[config.mk]
export PLATFORM = sky130hd
export DESIGN_NAME = pipelined_barrel_shifter
export DESIGN_NICKNAME = d
export VERILOG_FILES = /design/src/rtl/pipelined_barrel_shifter.sv
export SDC_FILE = /design/constraint.sdc
export NUM_CORES = 1
export LEC_CHECK = 0
export CORE_MARGIN = 2
export CORE_UTILIZATION = 59
export CTS_CLUSTER_DIAMETER = 40
export DETAILED_ROUTE_END_ITERATION = 6
export PLACE_DENSITY = 0.88
export SLEW_MARGIN = 30
export SYNTH_ARGS = -nofsm -noshare
export SYNTH_HDL_FRONTEND = slang
export SYNTH_SLANG_ARGS = --single-unit
[constraint.sdc]
create_clock -name clock -period 8.2 [get_ports clock]
set_input_delay 0.82 -clock clock [delete_from_list [all_inputs] [get_ports clock]]
set_output_delay 0.82 -clock clock [all_outputs]
set_load 0.01 [all_outputs]
[src/rtl/pipelined_barrel_shifter.sv]
`default_nettype none
// ============================================================================
//  Module      : pipelined_barrel_shifter
//  Description : Fully pipelined WIDTH-bit barrel shifter (SLL/SRL/SRA and
//                optional ROL). One log2 shift stage per pipeline register,
//                valid/ready backpressure, synchronous flush, sideband tag.
//                Optional feature macro: BARREL_ROTATE_EN (enables ROL on
//                op 2'b11; otherwise op 2'b11 passes data through unchanged).
//  Revision    : 1.0 - initial release
// ============================================================================
module pipelined_barrel_shifter #(
    parameter int WIDTH   = 32,
    parameter int TAG_W   = 5,
    parameter int SHAMT_W = $clog2(WIDTH)
) (
    input  logic               clock,
    input  logic               reset,
    input  logic               flush,
    input  logic               in_valid,
    output logic               in_ready,
    input  logic [WIDTH-1:0]   in_data,
    input  logic [SHAMT_W-1:0] in_shamt,
    input  logic [1:0]         in_op,
    input  logic [TAG_W-1:0]   in_tag,
    output logic               out_valid,
    input  logic               out_ready,
    output logic [WIDTH-1:0]   out_data,
    output logic [TAG_W-1:0]   out_tag,
    output logic               busy
);

    localparam logic [1:0] c_OP_SLL = 2'b00;
    localparam logic [1:0] c_OP_SRL = 2'b01;
    localparam logic [1:0] c_OP_SRA = 2'b10;

    // Stage registers. The shift amount is carried pre-aligned so that the
    // bit governing the next stage is always the MSB.
    logic [SHAMT_W-1:0] r_valid;
    logic [WIDTH-1:0]   r_data  [SHAMT_W];
    logic [SHAMT_W-1:0] r_shamt [SHAMT_W];
    logic [1:0]         r_op    [SHAMT_W];
    logic               r_sign  [SHAMT_W];
    logic [TAG_W-1:0]   r_tag   [SHAMT_W];

    // Per-stage sources (stage 0 from the ports, stage i from stage i-1).
    logic               w_src_valid [SHAMT_W];
    logic [WIDTH-1:0]   w_src_data  [SHAMT_W];
    logic [SHAMT_W-1:0] w_src_shamt [SHAMT_W];
    logic [1:0]         w_src_op    [SHAMT_W];
    logic               w_src_sign  [SHAMT_W];
    logic [TAG_W-1:0]   w_src_tag   [SHAMT_W];

    // Per-stage next values.
    logic [SHAMT_W-1:0] w_nxt_valid;
    logic [WIDTH-1:0]   w_nxt_data  [SHAMT_W];
    logic [SHAMT_W-1:0] w_nxt_shamt [SHAMT_W];

    logic w_adv;
    logic w_unused;

    // One shift step of a fixed distance; the fill depends on the op.
    function automatic logic [WIDTH-1:0] f_shift(
        input logic [WIDTH-1:0] d,
        input logic [1:0]       op,
        input logic             sgn,
        input int               amt
    );
        logic [WIDTH-1:0] res;
        res = d;
        case (op)
            c_OP_SLL: res = d << amt;
            c_OP_SRL: res = d >> amt;
            c_OP_SRA: res = sgn ? ~((~d) >> amt) : (d >> amt);
            default: begin
`ifdef BARREL_ROTATE_EN
                res = (d << amt) | (d >> (WIDTH - amt));
`else
                res = d;
`endif
            end
        endcase
        return res;
    endfunction

    // Pipeline advances whenever the output slot is empty or being drained.
    assign w_adv     = out_ready || !out_valid;
    assign in_ready  = w_adv && !flush;

    assign out_valid = r_valid[SHAMT_W-1];
    assign out_data  = r_data[SHAMT_W-1];
    assign out_tag   = r_tag[SHAMT_W-1];
    assign busy      = |r_valid;

    // Final-stage sideband fields have no consumer.
    assign w_unused  = ^{r_shamt[SHAMT_W-1], r_op[SHAMT_W-1], r_sign[SHAMT_W-1]};

    // Stage 0 is fed straight from the input port; the sign is captured here.
    assign w_src_valid[0] = in_valid && in_ready;
    assign w_src_data[0]  = in_data;
    assign w_src_shamt[0] = in_shamt;
    assign w_src_op[0]    = in_op;
    assign w_src_sign[0]  = in_data[WIDTH-1];
    assign w_src_tag[0]   = in_tag;

    generate
        for (genvar gi = 1; gi < SHAMT_W; gi++) begin : g_src
            assign w_src_valid[gi] = r_valid[gi-1];
            assign w_src_data[gi]  = r_data[gi-1];
            assign w_src_shamt[gi] = r_shamt[gi-1];
            assign w_src_op[gi]    = r_op[gi-1];
            assign w_src_sign[gi]  = r_sign[gi-1];
            assign w_src_tag[gi]   = r_tag[gi-1];
        end
    endgenerate

    // Stage i applies a shift of WIDTH>>(i+1) when its shamt bit is set.
    always_comb begin
        for (int i = 0; i < SHAMT_W; i++) begin
            w_nxt_valid[i] = w_src_valid[i];
            w_nxt_shamt[i] = w_src_shamt[i] << 1;
            w_nxt_data[i]  = w_src_data[i];
            if (w_src_shamt[i][SHAMT_W-1]) begin
                w_nxt_data[i] = f_shift(w_src_data[i], w_src_op[i],
                                        w_src_sign[i], WIDTH >> (i + 1));
            end
        end
    end

    // Stage registers: reset clears everything, flush kills valids, and all
    // stages move together only when the output can advance.
    always_ff @(posedge clock or posedge reset) begin
        if (reset) begin
            r_valid <= '0;
            for (int i = 0; i < SHAMT_W; i++) begin
                r_data[i]  <= '0;
                r_shamt[i] <= '0;
                r_op[i]    <= '0;
                r_sign[i]  <= 1'b0;
                r_tag[i]   <= '0;
            end
        end else if (flush) begin
            r_valid <= '0;
        end else if (w_adv) begin
            r_valid <= w_nxt_valid;
            for (int i = 0; i < SHAMT_W; i++) begin
                r_data[i]  <= w_nxt_data[i];
                r_shamt[i] <= w_nxt_shamt[i];
                r_op[i]    <= w_src_op[i];
                r_sign[i]  <= w_src_sign[i];
                r_tag[i]   <= w_src_tag[i];
            end
        end
    end

endmodule
`default_nettype wire

Word level (Yosys, flattened, before mapping)
Index checks and enable logic that the tools add are counted.
W data, S select, Z words.
{ "op_classes": {"n_addsub": 0, "multipliers": 0, "div_mod_pow": 0, "order_cmp": 0, "n_eq_ne": 10, "shifts": 0, "mux": 17, "n_bitwise": 11, "reduce_logical": 13} }
{ "ops": {"columns": ["operator", "count"], "rows": [
  ["$pmux W32 S3", 5],
  ["$mux W32", 10],
  ["$not A32 Y32", 5],
  ["$not A16 Y32", 1],
  ["$not A24 Y32", 1],
  ["$not A28 Y32", 1],
  ["$not A30 Y32", 1],
  ["$not A31 Y32", 1],
  ["$eq A2 B1 Y1 const B", 5],
  ["$eq A2 B2 Y1 const B", 5],
  ["$logic_not A2 Y1", 5],
  ["$mux W5", 2],
  ["$reduce_or A5 Y1", 1],
  ["$logic_and A1 B1 Y1", 2],
  ["$logic_not A1 Y1", 2],
  ["$reduce_and A2 Y1", 1],
  ["$reduce_bool A2 Y1", 1],
  ["$logic_or A1 B1 Y1", 1],
  ["$not A1 Y1", 1]
]} }
{ "word_totals": {"ff_bits": 212, "latch_bits": 0, "mem_bits_rw": 0, "romBits": 0, "input_bits": 49, "output_inout_bits": 40, "wordCells": 74, "n_memories": 0} }

Depth between registers and ports, before layout
Gate-level depths: netlist (run 1).
{ "logic_depth": {"ltp_word": 6, "depth_mapped": 7, "ltp_nobuf": 5} }

Worst setup path after synthesis (run 1)
Ideal clock, no wire load.
{ "synth_timing": {"path_type": "input-to-output", "start": "input out_ready", "end": "output in_ready", "arrival_time_ns": 1.571, "required_ns": 7.380, "setup_slack_ns": 5.809, "stages": 5, "n_path_buf": 2, "cell_sequence": "nand2b_2 > nand2_2 > inv_2 > buf_4 > buf_2"} }
{ "synth_via": {"elab_chain_len": 2} }
{ "synth_rtl": {"columns": ["element", "line", "text"], "rows": [
  ["start: declaration", "26", "input logic out_ready,"],
  ["$logic_or A1 B1 Y1", "86", "assign w_adv = out_ready || !out_valid;"],
  ["$logic_and A1 B1 Y1", "87", "assign in_ready = w_adv && !flush;"],
  ["end: declaration", "20", "output logic in_ready,"]
]} }
Every way passes these cells.

Worst setup path after layout (run 1)
Same ends and word-level chain as after synthesis.

==> results of run 1 <==
==> final cells by class <==
type	instances	area, sq um
timing repair buffer	96	945
clock buffer	32	734
inverter	12	62.6
tap	234	293
fill	1447	6090
clock inverter	18	210
multi-input combinational	903	5070
sequential	212	5310
==> layer usage <==
layer	GRT usage, %	vias to the layer above
li1	-	4439
met1	35.6	4448
met2	43.4	412
met3	3.90	83
met4	11.7	0
met5	0	-
==> worst paths after layout <==
check                                       start                 endpoint  slack (ns)  cells past startpoint
setup reg to reg           r_valid[4]$_DFFE_PP0P_  r_data[115]$_DFFE_PP0P_        5.06                      6
hold reg to reg             r_tag[12]$_DFFE_PP0P_     r_tag[7]$_DFFE_PP0P_        0.45                      2
min in group asynchronous                   reset  out_data[5]$_DFFE_PP0P_        0.81                      2
hold / removal              r_tag[12]$_DFFE_PP0P_     r_tag[7]$_DFFE_PP0P_        0.45                      2
setup / recovery                        out_ready                 in_ready        3.90                      5
max in group asynchronous                   reset    r_tag[17]$_DFFE_PP0P_        6.19                      3
==> state kept, by name, summed over array words and instances, names as in the netlist <==
signal / count
r_data: 128
r_shamt: 10
r_tag: 20
out_tag: 5
r_sign: 4
r_valid: 5
r_op: 8
out_data: 32
==> power by group <==
group	leakage (uW)	switching [uW]	internal (uW)
sequential	0.00254	231	1240
clock	0.000450	468	744
combinational	0.00238	404	353
==> metrics by stage <==
stage	instances	utilization [%]
finish	1507	67.5
global route	1507	67.5
CTS	1507	67.4
detailed placement	1457	62.4
global placement	1457	62.3
floorplan	1270	-
==> cells in the final DEF (no fill, tap or decap), types with 6 or more instances in the layout <==
master,Yosys,routed
a21oi_1,30,30
a222oi_1,16,16
o21ai_0,57,57
a22oi_2,20,20
nand2b_1,28,28
o211ai_1,16,16
nand3_1,27,27
nand2_1,294,294
mux2_2,6,6
a221oi_1,52,52
mux2i_1,17,17
inv_1,9,8
a22oi_1,31,31
a31oi_1,49,49
o2bb2ai_1,19,19
nand3b_1,12,12
dfrtp_1,212,212
buf_4,43,7
clkdlybuf4s50_1,0,88
nor2_1,137,136
o22ai_1,10,10
clkbuf_16,0,27
o21ai_1,25,25
a22o_1,18,18
==> logic make-up (layout without fill, tap and decap cells) <==
family / count (synthesis) / in the layout / share of synthesized area, %
multiplexers: 23 / 23 / 2.12
flip-flops: 212 / 212 / 47.2
AND/OR/NAND/NOR: 523 / 523 / 19.6
buffers and inverters: 155 / 158 / 7.81
XOR/XNOR: 5 / 5 / 0.390
AO/OA/AOI/OAI: 352 / 352 / 22.8
==> critical path, cell delays in order <==
cell and delay (ns):
clkdlybuf4s50_1 0.47, nand2b_2 0.22, nand2_8 0.40, inv_6 0.78
clkdlybuf4s50_1 0.68
==> impl_metrics.env, run 1 <==
export IMPL_status="complete, no violations"
export IMPL_vias=9382
export IMPL_routed_wl_um=26100
export IMPL_async_flop_share_pct=100
export IMPL_max_cap_violations=0
export IMPL_setup_viol=0
export IMPL_fmax_mhz=233
export IMPL_firstDrtPassIters=6
export IMPL_pre_cts_slack_ns=3.89
export IMPL_synth_top_area_share_pct=47.2
export IMPL_synth_main_ff_cell="dfrtp_1"
export IMPL_grt_pass1_vias=8725
export IMPL_drv_slew=0
export IMPL_drcViolationCount=0
export IMPL_diodes=0
export IMPL_setup_slack_ns=3.90
export IMPL_synth_top_area_cell="dfrtp_1"
export IMPL_synth_fp_nets=1319
export IMPL_ir_drop_mv=0.177
export IMPL_avgRoutedWirePerCell_um=17.3
export IMPL_fin_area_sq_um=12600
export IMPL_synth_seq_cells=212
export IMPL_slew_headroom_pct=36.6
export IMPL_grt_antenna_before_repair=0
export IMPL_clkTransAtPathRegs_ns=0.06
export IMPL_top_layer="met4"
export IMPL_rsz0062_at_grt="no"
export IMPL_worst_slew_pin_slew_ns=0.947
export IMPL_p_leak_uw=0.00537
export IMPL_grt_pass1_wl_um=44000
export IMPL_pin_count=89
export IMPL_cts_hold_fix_buffers=0
export IMPL_drive_gt1_share_pct=7.93
export IMPL_core_area_sq_um=18700
export IMPL_cts_root_buf="clkbuf_16"
export IMPL_cts_resized=0
export IMPL_postCtsSetupRepairBufs=0
export IMPL_grt_usage_pct=26.6
export IMPL_timing_hold_ws_ns=0.454
export IMPL_grt_max_degree=133
export IMPL_cp_end_kind="output port"
export IMPL_path_max_fanout=124
export IMPL_synth_edf_count=0
export IMPL_synth_common_cells="nand2_1, dfrtp_1, nor2_1, buf_2, o21ai_0"
export IMPL_syn_avg_cell_area_sq_um=8.84
export IMPL_start_util_pct=60.0
export IMPL_drt_iter0_drc=965
export IMPL_area_delta_synth_final_pct=12.4
export IMPL_wl_met3_um=1670
export IMPL_path_class="input pin to output port"
export IMPL_rows=50
export IMPL_syn_inst=1270
export IMPL_finalCritPeriodShare_pct=52.4
export IMPL_grt_remaining_overflow=0
export IMPL_ys_top_cells_by_area="dfrtp_1, nand2_1, nor2_1"
export IMPL_wl_met1_um=10900
export IMPL_ant_nets=0
export IMPL_cp_data_required_time_ns=7.38
export IMPL_dr_wl_met2_um=12400
export IMPL_gp_congestion=0.872
export IMPL_die_h_um=142
export IMPL_finalPower_uw=3440
export IMPL_tns_ns=0
export IMPL_synth_cell_types=51
export IMPL_synth_yosys_seq_area_share_pct=47.2
export IMPL_synth_warnings=0
export IMPL_nNetsFinal=1301
export IMPL_syn_area_sq_um=11200
export IMPL_fin_crit_ns=4.30
export IMPL_cts_path_max_buffers=3
export IMPL_hold_class="flip-flop to flip-flop"
export IMPL_fin_skew_ns=0.0120
export IMPL_viasPerCell=6.23
export IMPL_placed_area_sq_um=11700
export IMPL_numCtsBuffers=27
export IMPL_portBuffers=88
export IMPL_dieArea_sq_um=20100
export IMPL_power_density_nw_per_um2=273
export IMPL_dieWidth_um=142
export IMPL_clock_sinks=212
export IMPL_critPathArrivalTime_ns=3.48
export IMPL_hold_viol=0
export IMPL_h_tree_depth=1
export IMPL_clock_latency_ns=0.53
export IMPL_cts_tree="yes"
export IMPL_dp_hpwl_um=16900
export IMPL_worstSetupStartpointType="input pin"
export IMPL_yosysMostFrequentCell="nand2_1"
(Power assumes the default switching activity.)
==> run 2: changes to the inputs <==
==> constraint.sdc (replaced) <==
create_clock -name clock -period 4.1 [get_ports clock]
set_input_delay 0.41 -clock clock [delete_from_list [all_inputs] [get_ports clock]]
set_output_delay 0.41 -clock clock [all_outputs]
set_load 0.01 [all_outputs]
==> run 2 against run 1 <==
The run now ends with design-rule violations left. Non-clock buffer count up 7. Wire length up 3.0%. Critical path depth down 1. Worst hold slack worse by 0.094 ns. Count of clock-buffer cells in the layout up 5. Flip-flop and latch count unchanged. Final cell count up 0.80%. Worst setup slack worse by 2.5 ns. Global-route usage up 0.51 points. Critical endpoint unchanged. Largest cell class unchanged.
==> impl_metrics.env, run 2 (synthesis results as in run 1) <==
export IMPL_status="complete, but fails checks"
export IMPL_violations="design-rule violations"
export IMPL_slew_headroom_pct=37.8
export IMPL_critPathArrivalTime_ns=2.30
export IMPL_dieArea_sq_um=20100
export IMPL_start_util_pct=60.0
export IMPL_top_register="r_data"
export IMPL_dp_hpwl_um=18000
export IMPL_hold_viol=0
export IMPL_grt_pass1_vias=8905
export IMPL_final_cell_count_no_fill=1519
export IMPL_grt_max_degree=96
export IMPL_path_class="flip-flop to output port"
export IMPL_gp_congestion=0.899
export IMPL_rsz0062_at_grt="no"
export IMPL_fmax_mhz=369
export IMPL_dieWidth_um=142
export IMPL_finalCritPeriodShare_pct=66.1
export IMPL_grt_antenna_before_repair=0
export IMPL_clock_sinks=212
export IMPL_path_max_fanout=45
export IMPL_cp_data_required_time_ns=3.69
export IMPL_drive_gt1_share_pct=8.48
export IMPL_vias=9491
export IMPL_firstDrtPassIters=7
export IMPL_diodes=0
export IMPL_clkTransAtPathRegs_ns=0.05
export IMPL_h_tree_depth=1
export IMPL_cts_tree="yes"
export IMPL_worst_slew_pin_slew_ns=0.931
export IMPL_worstSetupStartpointType="flip-flop"
export IMPL_fin_skew_ns=0.0113
export IMPL_layout_commonest_cell="nand2_1"
export IMPL_timing_hold_ws_ns=0.360
export IMPL_slowest_stage="clkdlybuf4s50_1"
export IMPL_setup_viol=0
export IMPL_power_density_nw_per_um2=555
export IMPL_core_area_sq_um=18700
export IMPL_ant_nets=0
export IMPL_hold_class="input pin to asynchronous set/reset pin"
export IMPL_tns_ns=0
export IMPL_area_delta_synth_final_pct=13.7
export IMPL_rows=50
export IMPL_viasPerCell=6.25
export IMPL_cts_root_buf="clkbuf_16"
export IMPL_post_place_cells=1464
export IMPL_drv_slew=0
export IMPL_cp_end_kind="output port"
export IMPL_die_h_um=142
export IMPL_drcViolationCount=18
export IMPL_cts_hold_fix_buffers=0
export IMPL_p_leak_uw=0.00545
export IMPL_nNetsFinal=1311
export IMPL_portBuffers=88
export IMPL_layout_common_cells="nand2_1, dfrtp_1, nor2_1, clkdlybuf4s50_1, o21ai_0"
export IMPL_avgRoutedWirePerCell_um=17.7
export IMPL_path_cells="nand2b_2 -> nand2_8 -> inv_6 -> clkdlybuf4s50_1"
export IMPL_largest_register_ffs=128
export IMPL_grt_pass1_wl_um=44900
export IMPL_max_cap_violations=0
export IMPL_slowest_delay_ns=0.60
export IMPL_n_fill_cell=1412
export IMPL_routed_wl_um=26800
export IMPL_grt_remaining_overflow=0
export IMPL_pin_count=89
export IMPL_fin_crit_ns=2.71
export IMPL_postCtsSetupRepairBufs=0
export IMPL_ir_drop_mv=0.348
export IMPL_numCtsBuffers=30
export IMPL_clock_latency_ns=0.54
export IMPL_grt_usage_pct=27.1
export IMPL_cts_path_max_buffers=3
export IMPL_cts_resized=0
export IMPL_drt_iter0_drc=1034
==> run 2: cell types whose count changed in the layout (fill, tap and decap cells not counted), moves of 2 or more <==
cell	delta
buf_4	+6
clkbuf_1	+4
clkbuf_16	+4
clkbuf_8	-3
buf_12	+2
clkinv_2	+2
clkinv_4	-2
inv_6	-2
==> run 2: layout make-up <==
class | instances | area, sq um | share of cell area [%]
flip-flops and latches | 212 | 5310 | 41.5
multi-input cells | 903 | 5060 | 39.7
repair buffers | 103 | 1020 | 7.97
clock buffers | 37 | 808 | 6.33
well taps | 234 | 293 | 2.29
clock inverters | 18 | 226 | 1.77
inverters | 12 | 53.8 | 0.421
==> run 2: per-layer routing <==
layer / track usage [%] / share of wire, % / up-vias
met1: 36.2 / 41 / 4498
met5: 0 / 0 / -
met4: 9.42 / 3.2 / 0
met2: 46.0 / 49 / 451
met3: 3.47 / 6.7 / 65
li1: - / - / 4477
==> run 2: path summary, 6_finish.rpt <==
check | slack, ns | cells after the start | to | start
max | 1.39 | 4 | in_ready | r_valid[4]$_DFFE_PP0P_
min | 0.36 | 2 | out_data[20]$_DFFE_PP0P_ | reset
max reg2reg | 1.89 | 6 | r_data[74]$_DFFE_PP0P_ | r_valid[4]$_DFFE_PP0P_
min reg2reg | 0.46 | 2 | out_tag[2]$_DFFE_PP0P_ | r_tag[7]$_DFFE_PP0P_
max in group asynchronous | 2.62 | 3 | r_data[119]$_DFFE_PP0P_ | reset
min in group clock | 0.40 | 3 | r_tag[23]$_DFFE_PP0P_ | in_tag[3]
==> run 2: critical path: cells and delay by family (launching register included) <==
| family | cells | cell delay [ns] |
|---|---|---|
| DFF | 1 | 0.40 |
| buffers and inverters | 2 | 0.94 |
| and+or+nand+nor | 2 | 0.39 |
==> run 2: report_power, final <==
part / internal [uW] / switching (uW) / total, uW / leakage [uW]
Combinational: 713 / 796 / 1510 / 0.00241
Clock: 1660 / 950 / 2610 / 0.000493
Sequential: 2480 / 486 / 2970 / 0.00254
Total: 4860 / 2230 / 7090 / 0.00545
==> run 2: through the flow <==
| stage | area (sq um) | total power [uW] | utilization [%] | setup WS (ns) |
|---|---|---|---|---|
| after floorplan | 11200 | 4030 | - | 0.934 |
| after global placement | 11700 | 4390 | 62.7 | 1.43 |
| after detailed placement | 11700 | 4470 | 62.7 | 1.39 |
| after CTS | 12800 | 7100 | 68.3 | 1.36 |
| after global routing | 12800 | 7440 | 68.3 | 1.28 |
| final | 12800 | 7090 | 68.3 | 1.39 |
==> run 3: changes to the inputs <==
==> constraint.sdc (replaced) <==
create_clock -name clock -period 2.55 [get_ports clock]
set_input_delay 0.255 -clock clock [delete_from_list [all_inputs] [get_ports clock]]
set_output_delay 0.255 -clock clock [all_outputs]
set_load 0.01 [all_outputs]
==> run 3 against run 2 <==
The flow now finishes without violations. Utilization increased by 0.69 points. Wire length up 0.34%. Sequential share of layout area down 0.42 points. Sequential power up 60%. First-iteration DRC count down 3.1%. Critical path depth is the same. Worst hold slack got worse by 0.21 ns. Combinational power rose by 67%. Worst setup slack got worse by 1.1 ns. Count of clock-buffer cells in the layout is 3 lower. Largest power group unchanged.
==> impl_metrics.env, run 3 (synthesis results as in run 1) <==
export IMPL_status="complete, no violations"
export IMPL_finalCritPeriodShare_pct=90.2
export IMPL_clockPowerShare_pct=34.9
export IMPL_r2r_start="r_op[9]$_DFFE_PP0P_"
export IMPL_intPower_uw=7570
export IMPL_p_sw_uw=3610
export IMPL_post_place_cells=1479
export IMPL_cp_end_kind="output port"
export IMPL_fin_skew_ns=0.0128
export IMPL_power_density_nw_per_um2=866
export IMPL_cts_path_max_buffers=3
export IMPL_vias=9618
export IMPL_p_leak_uw=0.00553
export IMPL_pre_cts_slack_ns=0.326
export IMPL_hold_class="input pin to asynchronous set/reset pin"
export IMPL_layout_common_cells="nand2_1, dfrtp_1, nor2_1, clkdlybuf4s50_1, o21ai_0"
export IMPL_grt_pass1_wl_um=45800
export IMPL_ir_drop_mv=0.513
export IMPL_ant_nets=0
export IMPL_fmax_mhz=435
export IMPL_h_tree_depth=1
export IMPL_grt_antenna_before_repair=0
export IMPL_area_delta_synth_final_pct=14.9
export IMPL_cts_root_buf="clkbuf_16"
export IMPL_gp_congestion=0.890
export IMPL_drt_iter0_drc=1002
export IMPL_seqPwrFrac_pct=42.6
export IMPL_largest_register_ffs=128
export IMPL_firstDrtPassIters=7
export IMPL_core_area_sq_um=18700
export IMPL_drive_gt1_share_pct=9.34
export IMPL_top_register="r_data"
export IMPL_routed_wl_um=26900
export IMPL_numCtsBuffers=28
export IMPL_cts_hold_fix_buffers=0
export IMPL_gr_usage_met2_pct=46.3
export IMPL_dp_hpwl_um=18100
export IMPL_cts_tree="yes"
export IMPL_path_class="flip-flop to output port"
export IMPL_finalPower_uw=11200
export IMPL_avgRoutedWirePerCell_um=17.6
export IMPL_grt_pass1_vias=9136
export IMPL_met1_usage_pct=37.0
export IMPL_cp_data_required_time_ns=2.30
export IMPL_grt_max_degree=99
export IMPL_die_h_um=142
export IMPL_worst_slew_pin_slew_ns=0.855
export IMPL_switching_share_pct=32.3
export IMPL_start_util_pct=60.0
export IMPL_worstSetupStartpointType="flip-flop"
export IMPL_setup_viol=0
export IMPL_postCtsSetupRepairBufs=0
export IMPL_pin_count=89
export IMPL_slew_headroom_pct=42.8
export IMPL_clock_latency_ns=0.54
export IMPL_dieWidth_um=142
export IMPL_dieArea_sq_um=20100
export IMPL_timing_hold_ws_ns=0.152
export IMPL_grt_usage_pct=27.6
export IMPL_gr_max_usage_layer="met2"
export IMPL_fin_crit_ns=2.30
export IMPL_use_met3_pct=3.10
export IMPL_rsz0062_at_grt="no"
export IMPL_cts_resized=0
export IMPL_hold_viol=0
export IMPL_portBuffers=88
export IMPL_drv_slew=0
export IMPL_path_max_fanout=28
export IMPL_setup_slack_ns=0.249
export IMPL_startpoint="r_valid[4]$_DFFE_PP0P_"
export IMPL_max_cap_violations=0
export IMPL_grt_remaining_overflow=0
export IMPL_rows=50
export IMPL_viasPerCell=6.29
export IMPL_final_cell_count_no_fill=1529
export IMPL_layout_commonest_cell="nand2_1"
export IMPL_clkTransAtPathRegs_ns=0.06
export IMPL_p_comb_share_pct=22.5
export IMPL_clock_sinks=212
export IMPL_drcViolationCount=0
export IMPL_critPathArrivalTime_ns=2.05
export IMPL_diodes=0
export IMPL_nNetsFinal=1324
-- run 3: critical path, stage by stage (launching register included) --
cell	delay [ns]
dfrtp_1	0.41
nand2b_2	0.15
nand2_8	0.16
inv_6	0.21
clkdlybuf4s50_1	0.56
-- run 3: cell type report --
class                           count  area (sq um)
Inverter                           12          53.8
Multi-Input combinational cell    903          5060
Clock buffer                       34           764
Timing Repair Buffer              118          1230
Fill cell                        1372          5810
Tap cell                          234           293
Sequential cell                   212          5310
Clock inverter                     16           190
-- run 3: metal layers --
layer | up-vias | share of wire, %
met5 | - | 0
met4 | 0 | 3.8
met3 | 83 | 5.8
met2 | 436 | 49
met1 | 4597 | 41
li1 | 4502 | -
-- run 3: power groups by stage --
| stage | combinational [uW] | clock (uW) | sequential, uW |
|---|---|---|---|
| global route | 2800 | 4100 | 4830 |
| CTS | 2510 | 3950 | 4730 |
| finish | 2520 | 3900 | 4760 |
| global placement | 2400 | 0 | 4750 |
| floorplan | 2020 | 0 | 4460 |
| detailed placement | 2480 | 0 | 4780 |
-- run 3: worst paths after layout --
path | end | slack [ns] | depth (start not counted)
max | in_ready | 0.25 | 4
min | r_data[56]$_DFFE_PP0P_ | 0.15 | 2
max reg2reg | r_data[119]$_DFFE_PP0P_ | 0.54 | 4
min reg2reg | r_shamt[9]$_DFFE_PP0P_ | 0.46 | 2
max in group asynchronous | r_data[151]$_DFFE_PP0P_ | 1.64 | 3
min in group clock | r_tag[21]$_DFFE_PP0P_ | 0.25 | 3
-- run 3: metrics by stage --
stage               setup TNS, ns  util (%)  cell area (sq um)
floorplan                  -97.77         -              11200
global placement                0      63.8              11900
detailed placement              0      63.9              11900
CTS                             0      69.0              12900
global route                    0      69.0              12900
finish                          0      69.0              12900
